File: src/rtl/decoder_scan_ctrl.sv
// decoder_scan_ctrl: sweeps a mode-selectable 2/3/4-to-N decoder through every address with a programmable dwell.
module decoder_scan_ctrl #(
    parameter int DWELL_W = 8
) (
    input  logic               clk,
    input  logic               rst_n,
    input  logic               start,
    input  logic               stop,
    input  logic [1:0]         mode,
    input  logic [DWELL_W-1:0] dwell,
    input  logic               continuous,
    output logic [1:0]         Z,
    output logic [3:0]         X,
    output logic               busy,
    output logic               step_valid,
    output logic               done,
    output logic               err,
    output logic [7:0]         pass_cnt
);
    localparam logic [0:0] IDLE = 1'b0;
    localparam logic [0:0] RUN  = 1'b1;
    logic [0:0]         state;
    logic [DWELL_W-1:0] hold;
    logic [DWELL_W-1:0] dwell_q;
    logic [3:0]         last;
    assign busy = state == RUN;
    // Z holds the latched mode for the whole sweep, so it doubles as the mode register
    always_comb last = (Z == 2'b00) ? 4'd3 : (Z == 2'b01) ? 4'd7 : 4'd15;
    always_ff @(posedge clk or negedge rst_n) begin
        if (!rst_n) begin
            state      <= IDLE;
            Z          <= 2'b11;
            X          <= 4'd0;
            step_valid <= 1'b0;
            done       <= 1'b0;
            err        <= 1'b0;
            pass_cnt   <= 8'd0;
            hold       <= '0;
            dwell_q    <= '0;
        end else begin
            step_valid <= 1'b0;
            done       <= 1'b0;
            err        <= 1'b0;
            if (state == IDLE) begin
                if (start && !stop) begin
                    if (mode == 2'b11) begin
                        err <= 1'b1;
                    end else begin
                        state      <= RUN;
                        Z          <= mode;
                        X          <= 4'd0;
                        step_valid <= 1'b1;
                        dwell_q    <= dwell;
                        pass_cnt   <= 8'd0;
                        hold       <= '0;
                    end
                end
            end else if (stop) begin
                state <= IDLE;
                Z     <= 2'b11;
                X     <= 4'd0;
            end else if (hold != dwell_q) begin
                hold <= hold + DWELL_W'(1);
            end else begin
                hold <= '0;
                if (X != last) begin
                    X          <= X + 4'd1;
                    step_valid <= 1'b1;
                end else begin
                    pass_cnt <= pass_cnt + 8'd1;
                    if (continuous) begin
                        X          <= 4'd0;
                        step_valid <= 1'b1;
                    end else begin
                        state <= IDLE;
                        Z     <= 2'b11;
                        X     <= 4'd0;
                        done  <= 1'b1;
                    end
                end
            end
        end
    end
endmodule

File: config.mk
export PLATFORM = sky130hd
export DESIGN_NAME = decoder_scan_ctrl
export DESIGN_NICKNAME = d
export VERILOG_FILES = /design/src/rtl/decoder_scan_ctrl.sv
export SDC_FILE = /design/constraint.sdc
export NUM_CORES = 1
export LEC_CHECK = 0
export CAP_MARGIN = 20
export CORE_MARGIN = 8
export CORE_UTILIZATION = 56
export DETAILED_ROUTE_END_ITERATION = 10
export DONT_BUFFER_PORTS = 1
export PLACE_DENSITY = 0.82
export SYNTH_ARGS = -nofsm -noshare
export SYNTH_HDL_FRONTEND = slang
export SYNTH_SLANG_ARGS = --single-unit
File: constraint.sdc
create_clock -name clk -period 2.01 [get_ports clk]
set_input_delay 0.201 -clock clk [delete_from_list [all_inputs] [get_ports clk]]
set_output_delay 0.201 -clock clk [all_outputs]
set_load 0.02 [all_outputs]
==> results of run 1 <==
final cells by class:
class	instances	area, um^2
Fill cell	246	993
Multi-Input combinational cell	153	970
Sequential cell	34	855
Timing Repair Buffer	36	308
Tap cell	46	57.6
Clock buffer	7	55.1
Inverter	4	15.0
Clock inverter	1	5.00
cell usage in the layout, fill, tap and decap left out, types with 3 or more instances in the layout:
master         instances
nor3_1                 6
nor2_1                12
clkbuf_4               5
a221o_1                3
and3_1                 3
nand2_1               37
nand3_1               12
and2_1                 3
ha_1                   3
xor2_1                 9
nor2b_1                4
dfrtp_1               31
buf_4                 25
inv_1                  4
a31oi_1                3
a21oi_1                6
dlygate4sd3_1         10
xnor2_1                4
or3_1                  3
nand2b_1               5
o211ai_1               3
o21ai_0                5
state kept, by name, summed over array words and instances (netlist names):
| register | count |
|---|---|
| pass_cnt | 8 |
| done | 1 |
| err | 1 |
| busy | 1 |
| dwell_q | 8 |
| Z | 2 |
| step_valid | 1 |
| hold | 8 |
| X | 4 |
power by group through the flow:
stage | clock network, mW | logic, mW | registers, mW
after floorplan | 0 | 0.263 | 0.928
after global placement | 0 | 0.461 | 0.875
after detailed placement | 0 | 0.479 | 0.880
after CTS | 0.404 | 0.515 | 0.866
after global routing | 0.439 | 0.583 | 0.880
final | 0.399 | 0.530 | 0.868
worst max-delay path, stage by stage, from the launching register on:
cell and delay, ns:
dfstp_2 0.55, nor3b_2 0.25, o221ai_2 0.17, or3_1 0.40
and3_1 0.18, a221o_1 0.26
path summary, 6_finish.rpt:
kind                                        start                      end  slack [ns]  depth (start not counted)
min in group asynchronous                   rst_n         X[3]$_DFFE_PN0P_        0.30                          2
min reg2reg                dwell_q[1]$_DFFE_PN0P_   dwell_q[1]$_DFFE_PN0P_        0.51                          2
max reg2reg                      Z[0]$_DFFE_PN1P_  pass_cnt[5]$_DFFE_PN0P_         0.1                          5
max in group asynchronous                   rst_n         Z[0]$_DFFE_PN1P_        1.45                          2
max                              Z[0]$_DFFE_PN1P_  pass_cnt[5]$_DFFE_PN0P_         0.1                          5
min                                    continuous     step_valid$_DFF_PN0_        0.05                          2
kinds of logic (layout without fill, tap and decap cells):
group | after synthesis | in the layout | share of synthesized area
AOI/OAI and AO/OA | 41 | 41 | 0.171
xor gates and xnor gates | 13 | 13 | 0.0617
adders and majority gates | 3 | 3 | 0.0204
buffers and inverters | 9 | 48 | 0.0183
DFF | 34 | 34 | 0.463
and+or+nand+nor | 96 | 96 | 0.266
per-stage QoR:
stage	instances	setup WS [ns]	instance area [um^2]	total power, mW	hold slack (ns)
after global routing	281	0.0216	2260	1.90	0.0596
final	281	0.0953	2260	1.80	0.0504
after floorplan	196	0.0582	1850	1.19	-0.0946
after CTS	277	0.0567	2230	1.79	0.0545
after detailed placement	258	0.0877	2050	1.36	-0.0938
after global placement	258	0.171	2050	1.34	-0.0933
metal layers:
metal,global-route usage,vias up,part of all wire
met3,0.0668,11,0.083
met5,0,-,0
li1,-,785,-
met4,0.0776,0,0.021
met2,0.298,59,0.49
met1,0.224,799,0.41
timing repair:
action	in CTS	in global routing
setup endpoints to repair	0	9
endpoints found under the hold margin	43	0
resized for setup	0	2
hold buffers	11	0
buffers inserted	0	4
==> impl_metrics.py, run 1 <==
metrics = {
    "clock_network": {
        "clockBufferDepth": 2,
        "cts.clk_slew.worst_paths_ns": 0.10,
        "cts.sinks": 34,
        "cts_buffers": 5,
        "clockRootBuffer": "clkbuf_4",
        "clock_latency_ns": 0.34,
        "htree_levels": 2,
        "cts_tree": "built",
    },
    "timing": {
        "worst_pin_slew_ns": 0.440,
        "final.period_utilization": 0.953,
        "drv_slew": 0,
        "relSlewSlack": 0.706,
        "setup_viol": 0,
        "fmax_mhz": 522,
        "tns_ns": 0,
        "finalHoldViolCount": 0,
        "min_period_ns": 1.91,
        "clock_skew_ns": 0.00600,
        "rsz0062_at_grt": "false",
    },
    "synth": {
        "yosys_warnings": 0,
        "syn_avg_cell_area_um2": 9.41,
        "synth_top_area_frac": 0.434,
        "post-synth-top-count-cell": "nand2_1",
        "synth_async_sr_flop_share": 1.00,
        "syn-cell-area_mm2": 0.00184,
        "ys_types": 42,
        "ys_seq_elements": 34,
        "yosysTopAreaCell": "dfrtp_1",
        "yosys_most_used_dff": "dfrtp_1",
        "synthesis.nets": 214,
        "ys_seq_area_frac": 0.463,
        "synth_edf_count": 0,
        "ys_top_cells_by_area": "dfrtp_1, nand2_1, xor2_1, nand3_1, dfstp_2",
        "synthTopCellsByCount": "nand2_1, dfrtp_1, nand3_1, nor2_1, xor2_1",
        "syn_inst": 196,
    },
    "die": {
        "rows": 21,
        "initial_core_util": 0.566,
        "dieWidth_um": 73.4,
        "coreArea_mm2": 0.00326,
        "fp.dieH_um": 73.4,
        "die_area_mm2": 0.00539,
        "boundaryPins": 33,
    },
    "pwr": {
        "p_sw_mw": 0.622,
        "ir_drop_mv": 0.467,
        "intPower_mw": 1.17,
        "clock_power_share": 0.222,
        "p_sw_frac": 0.346,
        "power_frac_seq": 0.483,
        "p_leak_nw": 1.03,
        "p_per_area_mw_per_mm2": 793,
        "power.share.combinational": 0.295,
    },
    "place": {
        "dpl.hpwl_um": 3320,
        "finalWeightedCongestion": 0.889,
        "portBuffers": 0,
    },
    "global_routing": {
        "grt_pass1_vias": 1656,
        "overflow": 0,
        "grt_max_degree": 35,
        "antenna_found_initial": 0,
        "track_usage": 0.188,
        "grt_pass1_wl_um": 7830,
    },
    "detailed_routing": {
        "wl_um": 4640,
        "firstDrtPassIters": 4,
        "drtAntennaViolNets": 0,
        "drc": 0,
        "drtIter0Drc": 188,
        "wl_per_cell_um": 16.5,
        "vias_per_cell": 5.89,
        "vias": 1654,
    },
    "finish": {
        "utilization": 0.695,
        "fin_nets": 252,
        "areaGrowthSynthToFinish_pct": 22.8,
        "drive_gt1_frac": 0.200,
        "num_antenna_cells": 0,
    },
    "critical_path": {
        "crit_arrival_ns": 2.15,
        "crit_required_ns": 2.25,
        "worst-path-max-fanout": 3,
        "endpoint_kind": "register",
        "path_class": "reg -> reg",
        "crit_path_start_kind": "register",
    },
    "outcome": {
        "status": "complete, no violations",
    },
    "run": {
        "cap_violations": 0,
    },
    "worst_hold_path": {
        "holdCritPathClass": "in -> reg",
    },
}
No activity file was read; power rests on OpenSTA's default activity.
==> run 2: changes to the inputs <==
- CORE_UTILIZATION: 56 -> 55
- CTS_CLUSTER_SIZE: default -> 8
- PLACE_DENSITY: 0.82 -> 0.81
==> run 2 against run 1 <==
Net effect:
- non-clock buffer count fell by 2
- sequential share of layout area increased by 0.22 points
- critical path depth did not move
- hold slack improved by 0.017 ns
- core utilization fell by 0.86 points
- die area rose by 1.4%
- total power rose by 0.42%
- clock power rose by 1%
- combinational power is essentially flat
- final area down 0.44%
- via count up 0.18%
- critical endpoint unchanged
- largest power group unchanged
==> impl_metrics.py, run 2 (synthesized netlist as in run 1, its figures left out) <==
metrics = {
    "outcome": {
        "status": "complete, no violations",
    },
    "critical_path": {
        "crit_path_start_kind": "register",
        "path_class": "reg -> reg",
        "worstPathCellList": "nor3b_4 > o221ai_2 > or3_1 > and3_1 > a221o_1",
        "worst-path-max-fanout": 4,
        "endpoint_kind": "register",
        "crit_buf_inv": 0,
        "crit_arrival_ns": 2.17,
        "crit_family": "simple AND/OR/NAND/NOR gates",
        "cp_slowest_cell": "dfstp_2",
        "crit_required_ns": 2.25,
        "max_stage_delay_ns": 0.57,
    },
    "detailed_routing": {
        "wl_per_cell_um": 16.9,
        "drtIter0Drc": 131,
        "vias": 1657,
        "drc": 0,
        "drtAntennaViolNets": 0,
        "firstDrtPassIters": 5,
        "vias_per_cell": 5.94,
        "wl_um": 4720,
    },
    "clock_network": {
        "cts_tree": "built",
        "cts.sinks": 34,
        "clock_latency_ns": 0.35,
        "cts_buffers": 5,
        "htree_levels": 2,
        "clockBufferDepth": 2,
        "clockRootBuffer": "clkbuf_4",
        "cts.clk_slew.worst_paths_ns": 0.10,
    },
    "pwr": {
        "p_sw_frac": 0.349,
        "clock_power_share": 0.223,
        "p_leak_nw": 1.02,
        "p_per_area_mw_per_mm2": 800,
        "power_frac_seq": 0.482,
        "p_sw_mw": 0.629,
        "intPower_mw": 1.18,
        "power.share.combinational": 0.294,
        "p_total_mw": 1.80,
        "ir_drop_mv": 0.457,
    },
    "global_routing": {
        "overflow": 0,
        "grt_pass1_vias": 1682,
        "track_usage": 0.182,
        "grt_max_degree": 35,
        "antenna_found_initial": 0,
        "grt_pass1_wl_um": 7600,
    },
    "die": {
        "boundaryPins": 33,
        "initial_core_util": 0.562,
        "die_area_mm2": 0.00546,
        "coreArea_mm2": 0.00328,
        "rows": 21,
        "fp.dieH_um": 73.9,
        "dieWidth_um": 73.9,
    },
    "finish": {
        "fin_cells": 279,
        "drive_gt1_frac": 0.197,
        "areaGrowthSynthToFinish_pct": 22.3,
        "fin_area_mm2": 0.00225,
        "fin_nets": 250,
        "num_antenna_cells": 0,
        "final_cell_mix": "nand2_1, dfrtp_1, buf_4, nor2_1, nand3_1",
        "mostFrequentLayoutCell": "nand2_1",
        "reg.largest.list": "dwell_q (8), hold (8), pass_cnt (8)",
    },
    "place": {
        "place_area_mm2": 0.00204,
        "placed_cells": 257,
        "finalWeightedCongestion": 0.842,
        "portBuffers": 0,
        "dpl.hpwl_um": 3390,
    },
    "timing": {
        "final.period_utilization": 0.963,
        "drv_slew": 0,
        "min_period_ns": 1.94,
        "setup_viol": 0,
        "relSlewSlack": 0.700,
        "clock_skew_ns": 0.00645,
        "finalHoldViolCount": 0,
        "worst_pin_slew_ns": 0.451,
        "tns_ns": 0,
        "fmax_mhz": 517,
        "rsz0062_at_grt": "false",
    },
    "run": {
        "cap_violations": 0,
    },
    "worst_hold_path": {
        "holdCritPathClass": "in -> reg",
    },
}
[run 2: changes by cell type in the layout (fill, tap and decap cells not counted)]
cell / previous run / this run
o41ai_2: 1 / 0
buf_4: 25 / 23
o41ai_1: 0 / 1
nor3_2: 0 / 1
dfrtp_1: 31 / 30
nor3b_4: 0 / 1
nor3b_2: 1 / 0
dfrtp_2: 1 / 2
nor3_1: 6 / 5
[run 2: path summary, 6_finish.rpt]
kind	depth (start not counted)	slack [ns]	from	endpoint
setup / recovery	5	0.07	Z[0]$_DFFE_PN1P_	pass_cnt[5]$_DFFE_PN0P_
hold / removal	2	0.07	continuous	step_valid$_DFF_PN0_
setup reg to reg	5	0.07	Z[0]$_DFFE_PN1P_	pass_cnt[5]$_DFFE_PN0P_
hold reg to reg	2	0.51	dwell_q[1]$_DFFE_PN0P_	dwell_q[1]$_DFFE_PN0P_
max in group asynchronous	2	1.50	rst_n	Z[0]$_DFFE_PN1P_
min in group asynchronous	2	0.28	rst_n	X[2]$_DFFE_PN0P_
[run 2: repair_timing]
item	4_1_cts	5_1_grt
gates resized for setup	0	4
setup endpoints to repair	0	3
hold endpoints to repair	43	0
hold buffers	11	0
buffers inserted	0	3
[run 2: final cells by class]
| type | count | area, um^2 |
|---|---|---|
| clock buffer | 7 | 55.1 |
| clock inverter | 1 | 5.00 |
| fill | 276 | 1030 |
| inverter | 4 | 15.0 |
| multi-input combinational | 153 | 973 |
| sequential | 34 | 856 |
| tap | 46 | 57.6 |
| timing repair buffer | 34 | 293 |
[run 2: through the flow]
step,hold WS (ns),utilization,worst slack [ns]
floorplan,-0.0946,-,0.0582
global placement,-0.0936,0.621,0.160
detailed placement,-0.0933,0.621,0.0695
CTS,0.0663,0.675,0.0442
global route,0.0679,0.686,0.00131
finish,0.0678,0.686,0.0744
[run 2: layer usage]
metal,part of all wire,up-vias,global-route usage
met5,0,-,0
met4,0.018,0,0.0976
met3,0.073,8,0.0546
met2,0.50,63,0.304
met1,0.41,808,0.203
li1,-,778,-
[run 2: power by group through the flow]
stage	sequential (mW)	combinational, mW	clock [mW]
finish	0.870	0.531	0.403
global route	0.885	0.579	0.441
CTS	0.867	0.514	0.410
detailed placement	0.880	0.478	0
global placement	0.875	0.459	0
floorplan	0.928	0.263	0
